`config.mk`:
```
export PLATFORM = sky130hd
export DESIGN_NAME = inst_fetch
export DESIGN_NICKNAME = d
export VERILOG_FILES = /design/src/rtl/inst_fetch_pkg.sv /design/src/rtl/inst_store.sv /design/src/rtl/inst_fetch.sv
export SDC_FILE = /design/constraint.sdc
export NUM_CORES = 2
export LEC_CHECK = 0
export BUFFER_PORTS_ARGS = -buffer_cell sky130_fd_sc_hd__buf_2
export CELL_PAD_IN_SITES_DETAIL_PLACEMENT = 0
export CELL_PAD_IN_SITES_GLOBAL_PLACEMENT = 1
export CORE_ASPECT_RATIO = 1.25
export CORE_UTILIZATION = 25
export CTS_BUF_LIST = sky130_fd_sc_hd__clkbuf_16
export DETAILED_ROUTE_END_ITERATION = 7
export PLACE_DENSITY_LB_ADDON = 0.1
export SLEW_MARGIN = 25
export SYNTH_ARGS = -nofsm -noshare
export SYNTH_HDL_FRONTEND = slang
export SYNTH_HIERARCHICAL = 1
export SYNTH_SLANG_ARGS = --single-unit
```
`constraint.sdc`:
```
create_clock -name clk -period 3.7 [get_ports clk]
set_input_delay 0.185 -clock clk [delete_from_list [all_inputs] [get_ports clk]]
set_output_delay 0.185 -clock clk [all_outputs]
set_load 0.005 [all_outputs]
```
`src/rtl/inst_fetch_pkg.sv`:
```
// Shared definitions for the instruction fetch block: FSM encoding, NOP word
// and default store geometry.
package inst_fetch_pkg;
  localparam int          DEF_DEPTH  = 64;
  localparam int          DEF_ADDR_W = 6;
  localparam logic [31:0] NOP        = 32'h0;

  typedef enum logic [1:0] {
    S_IDLE = 2'd0,
    S_RUN  = 2'd1,
    S_DONE = 2'd2
  } state_e;
endpackage

```
`src/rtl/inst_store.sv`:
```
// Instruction store: one synchronous write port, one combinational read port.
// Contents are deliberately not reset so a loaded program survives reset.
module inst_store #(
  parameter int DEPTH  = 64,
  parameter int ADDR_W = 6
) (
  input  logic              clk,
  input  logic              we_i,
  input  logic [ADDR_W-1:0] waddr_i,
  input  logic [31:0]       wdata_i,
  input  logic [ADDR_W-1:0] raddr_i,
  output logic [31:0]       rdata_o
);
  logic [31:0] mem_q [DEPTH];

  always_ff @(posedge clk) begin
    if (we_i) mem_q[waddr_i] <= wdata_i;
  end

  assign rdata_o = mem_q[raddr_i];
endmodule

```
`src/rtl/inst_fetch.sv`:
```
// Instruction fetch: issues a loaded program word-by-word to the CPU with
// stall and redirect support, then pulses done.
module inst_fetch
  import inst_fetch_pkg::*;
#(
  parameter int DEPTH  = DEF_DEPTH,
  parameter int ADDR_W = DEF_ADDR_W
) (
  input  logic              clk,
  input  logic              reset,
  input  logic              load_en,
  input  logic [ADDR_W-1:0] load_addr,
  input  logic [31:0]       load_data,
  input  logic              start,
  input  logic [ADDR_W:0]   prog_len,
  input  logic              stall,
  input  logic              redirect_en,
  input  logic [ADDR_W-1:0] redirect_pc,
  output logic [31:0]       Inst,
  output logic              inst_valid,
  output logic [ADDR_W-1:0] pc,
  output logic              busy,
  output logic              done
);
  localparam logic [ADDR_W-1:0] PC_ONE  = ADDR_W'(1);
  localparam logic [ADDR_W:0]   LEN_ONE = (ADDR_W+1)'(1);

  state_e            state_q, state_d;
  logic [ADDR_W-1:0] pc_q, pc_d;
  logic [ADDR_W:0]   len_q, len_d;
  logic [31:0]       inst_q, inst_d;
  logic              valid_q, valid_d;
  logic              done_q, done_d;
  logic [31:0]       rd_data;

  // Writes share the IDLE gate with start, so a same-cycle store[0] write
  // lands before the first read in RUN.
  inst_store #(.DEPTH(DEPTH), .ADDR_W(ADDR_W)) u_store (
    .clk     (clk),
    .we_i    (load_en && (state_q == S_IDLE)),
    .waddr_i (load_addr),
    .wdata_i (load_data),
    .raddr_i (pc_q),
    .rdata_o (rd_data)
  );

  always_comb begin
    state_d = state_q;
    pc_d    = pc_q;
    len_d   = len_q;
    inst_d  = NOP;
    valid_d = 1'b0;
    done_d  = 1'b0;
    case (state_q)
      S_IDLE: begin
        if (start) begin
          pc_d    = '0;
          len_d   = prog_len;
          state_d = (prog_len == '0) ? S_DONE : S_RUN;
        end
      end
      S_RUN: begin
        if (redirect_en) begin
          pc_d = redirect_pc;
          if ({1'b0, redirect_pc} >= len_q) state_d = S_DONE;
        end else if (stall) begin
          inst_d = inst_q;
        end else begin
          inst_d  = rd_data;
          valid_d = 1'b1;
          pc_d    = pc_q + PC_ONE;  // wraps to 0 when the full store is issued
          if ({1'b0, pc_q} == len_q - LEN_ONE) state_d = S_DONE;
        end
      end
      S_DONE: begin
        done_d  = 1'b1;
        state_d = S_IDLE;
      end
      default: state_d = S_IDLE;
    endcase
  end

  always_ff @(posedge clk or posedge reset) begin
    if (reset) begin
      state_q <= S_IDLE;
      pc_q    <= '0;
      len_q   <= '0;
      inst_q  <= NOP;
      valid_q <= 1'b0;
      done_q  <= 1'b0;
    end else begin
      state_q <= state_d;
      pc_q    <= pc_d;
      len_q   <= len_d;
      inst_q  <= inst_d;
      valid_q <= valid_d;
      done_q  <= done_d;
    end
  end

  assign Inst       = inst_q;
  assign inst_valid = valid_q;
  assign pc         = pc_q;
  assign busy       = (state_q != S_IDLE);
  assign done       = done_q;
endmodule
```
==> results.tsv <==
stage	metric	value	unit
worst_setup_path	crit_top_cell	mux4_2	
clock_tree	cts_made_buffers	228	
power_and_ir_drop	comb_power_share	0.242	
sta	period_needed	3.375	ns
place	place.port_buffers	97	
worst_setup_path	r2r-end	Inst[7]$_DFFE_PP0N_	
detailed_routing	vias_per_cell	4.597	
grt	grt_pass1_vias	40891	
logic_synthesis	synth_area_leaders	edfxtp_1 (77%), mux4_2 (15%), dfrtp_1 (1.5%)	
logic_synthesis	syn_area_per_cell	22.91	um^2
worst_setup_path	regToRegStartpoint	pc[1]$_DFFE_PP0P_	
sta	hold_viol_final	0	
power_and_ir_drop	power.net_switching	18.82	mW
worst_setup_path	path_class	register to register	
cells_and_area	nets	4069	
sta	setup_tns	0	ns
sta	min_period_over_period	0.9122	
worst_setup_path	startpoint	pc[1]$_DFFE_PP0P_	
cells_and_area	layoutNonFillerInstCount	8404	
grt	grt_usage	0.1650	
worst_setup_path	cpMaxStageDelayCell	dfrtp_4	
worst_setup_path	worst_path_largest_cell_delay	0.76	ns
detailed_routing	post-route-drc-count	0	
logic_synthesis	synth_largest_area_cell	edfxtp_1	
cells_and_area	drive_above_1_share	0.3166	
die	core	0.3193	mm^2
detailed_routing	wl_per_cell	31.84	um
logic_synthesis	synth_cell_types	53	
worst_setup_path	cp-end-kind	register	
worst_setup_path	crit_chain	buf_12, buf_4, mux4_2, mux4_2, o22ai_1, nor2_1, a22o_1	
worst_setup_path	r2r_setup_slack	0.32	ns
die	fp-row-count	232	
sta	worst-slew-pin-transition	1.028	ns
power_and_ir_drop	powerDensity	668.1	mW/mm^2
logic_synthesis	synth-xor-area-share	0.0008739	
sta	rsz0062_at_grt	false	
sta	fmax	0.2963	GHz
die	die_w	508.5	um
min_path	hold_depth	1	
logic_synthesis	synth_edf_count	2048	
clock_tree	cts_tree	done	
worst_setup_path	crit_path_max_fanout	37	
logic_synthesis	ys_warn_count	6	
cells_and_area	areaGrowthSynthToFinish	20.28	%
power_and_ir_drop	p_clk_frac	0.338	
detailed_routing	dr.pass1.iters	7	
grt	grt_pass1_wl	363.3	mm
status	status	completed	
logic_synthesis	synth_top_area_frac	0.7671	
min_path	hold_class	primary input to register	
logic_synthesis	synthArstFlopShare	0.02337	
logic_synthesis	synth_top_family_by_area	multiplexers	
power_and_ir_drop	p_seq_frac	0.419	
logic_synthesis	synthSimpleGateAreaFrac	0.01570	
logic_synthesis	synth_fa_ha_area_frac	0.001248	
power_and_ir_drop	netSwitchingFraction	0.2921	
place	gp_congestion	0.7123	
die	die_h	635.2	um
die	initial_utilization	0.2511	
worst_setup_path	crit_arrival	4.17	ns
sta	clock_skew	0.04922	ns
clock_tree	cts.clk_slew.worst_paths	0.06	ns
logic_synthesis	ys_ff_latch	2097	
logic_synthesis	synth_common_cells	edfxtp_1 (2048), mux4_2 (544), nor2_1 (143)	
detailed_routing	drtIter0Drc	2967	
detailed_routing	wirelength	267.6	mm
clock_tree	cts.hold.buffers_added	77	
logic_synthesis	syn_nets	3565	
sta	setup_viol	0	
logic_synthesis	syn_area	0.08018	mm^2
place	placed_cells	7908	
worst_setup_path	setup.worst_path.start_class	register	
min_path	min_from	load_data[13]	
sta	slew_headroom	0.3145	
worst_setup_path	r2r_cells	7	
clock_tree	clock_latency	0.91	ns
logic_synthesis	yosysMostFrequentCell	edfxtp_1	
clock_tree	root_buffer	clkbuf_16	
power_and_ir_drop	leakagePower	29.64	nW
die	io-pin-count	98	
clock_tree	postCtsSetupRepairBufs	0	
min_path	worstHoldEndpoint	u_store/mem_q[44][13]$_DFFE_PP_	
sta	drv_slew	0	
clock_tree	cts_sinks	2097	
logic_synthesis	syn_inst	3500	
logic_synthesis	synth_ff_type	edfxtp_1	
logic_synthesis	seq_area_frac_synth	0.7823	
grt	grt_overflow	0	
die	dieArea	0.3230	mm^2
clock_tree	cts_htree_levels	4	
place	place_hpwl	159.5	mm
grt	antenna_found_initial	26	
detailed_routing	dr_total_vias	38629	
clock_tree	ctsResizeCount	0	
logic_synthesis	synth.area.mux_share	0.1647	
run	max_cap_viol_count	0	
power_and_ir_drop	p_int	45.61	mW
clock_tree	cts.path.max_buffers	4	
logic_synthesis	synth-compound-area-share	0.02280	
worst_setup_path	critPathRequiredTime	4.50	ns
grt	grt_max_degree	65	
detailed_routing	postRouteAntennaNets	0	
power_and_ir_drop	irDropWorstVdd	368.1	uV
sequential cells by signal (all words and copies together), names as in the netlist:
register	flops
pc	6
inst_valid	1
state_q	2
Inst	32
len_q	7
done	1
u_store/mem_q	2048
stage by stage:
stage	hold WS [ns]	worst slack [ns]	instance area, um^2	power (mW)	util
2_1_floorplan	0.2839	0.6541	80190	36.29	-
3_3_place_gp	0.4231	0.2762	88670	43.50	0.2777
3_5_place_dp	0.4237	0.2953	88670	43.46	0.2777
4_1_cts	0.0004334	0.3187	96400	65.78	0.3019
5_1_grt	0.02462	0.1465	96420	67.02	0.3020
6_report	0.02599	0.3248	96440	64.43	0.3020
per-layer routing:
| metal | vias to the layer above | part of all wire | wire [um] | track usage |
|---|---|---|---|---|
| li1 | 15973 | - | - | - |
| met4 | 4 | 0.022 | 5826 | 0.04007 |
| met1 | 21532 | 0.43 | 114900 | 0.2159 |
| met3 | 305 | 0.041 | 11040 | 0.02381 |
| met5 | - | 0.000086 | 23 | 0 |
| met2 | 815 | 0.51 | 135700 | 0.2856 |
area by class of cell:
class                      instances  area (um^2)
multi-input combinational       1196        16960
clock inverter                   175         1125
tap                             4212         5270
timing repair buffer             466         4424
sequential                      2097        62740
inverter                          15        58.81
fill                           30836       222900
clock buffer                     233         5831
antenna                           10        25.02
cells by family (layout without fill, tap and decap cells):
group                      count (synthesis)  in the layout
DFF                                     2097           2097
and+or+nand+nor                          270            270
AOI/OAI and AO/OA                        271            271
buffers and inverters                    207            889
muxes                                    639            639
xor gates and xnor gates                   8              8
other                                      0             10
adders and majority gates                  8              8
worst max-delay path: cells and delay by family, from the launching register on:
kind	cells	cell delay, ns
simple gates	1	0.10
flops	1	0.76
mux	2	0.92
compound gates	2	0.68
buf+inv	2	0.75
cell usage in the layout, fill, tap and decap left out, types with 27 or more instances in the layout:
cell,synthesis,layout
o22ai_1,86,86
dlygate4sd3_1,0,78
clkinv_1,0,60
buf_12,0,77
nor2_1,143,80
mux2i_1,93,93
nor2_4,0,62
buf_4,25,218
a22o_1,33,33
o221ai_1,27,27
clkinv_2,0,50
buf_2,64,93
inv_1,14,56
mux4_2,544,544
dfrtp_1,49,44
edfxtp_1,2048,2048
a21oi_1,67,67
clkbuf_16,0,233
nand2_1,37,36
worst max-delay path by stage:
stage,to,slack (ns)
floorplan,u_store/mem_q[62][0]$_DFFE_PP_,0.65
detailed placement,Inst[7]$_DFFE_PP0N_,0.30
CTS,Inst[7]$_DFFE_PP0N_,0.32
finish,Inst[7]$_DFFE_PP0N_,0.32
global route,Inst[22]$_DFFE_PP0N_,0.15
global placement,Inst[7]$_DFFE_PP0N_,0.28
power by group through the flow:
stage / registers (mW) / logic (mW) / clock network (mW)
2_1_floorplan: 27.0 / 9.28 / 0
3_3_place_gp: 27.5 / 16.0 / 0
3_5_place_dp: 27.5 / 15.9 / 0
4_1_cts: 27.0 / 16.1 / 22.6
5_1_grt: 27.0 / 16.7 / 23.3
6_report: 27.0 / 15.6 / 21.8
Power figures use the tool's default switching activity.
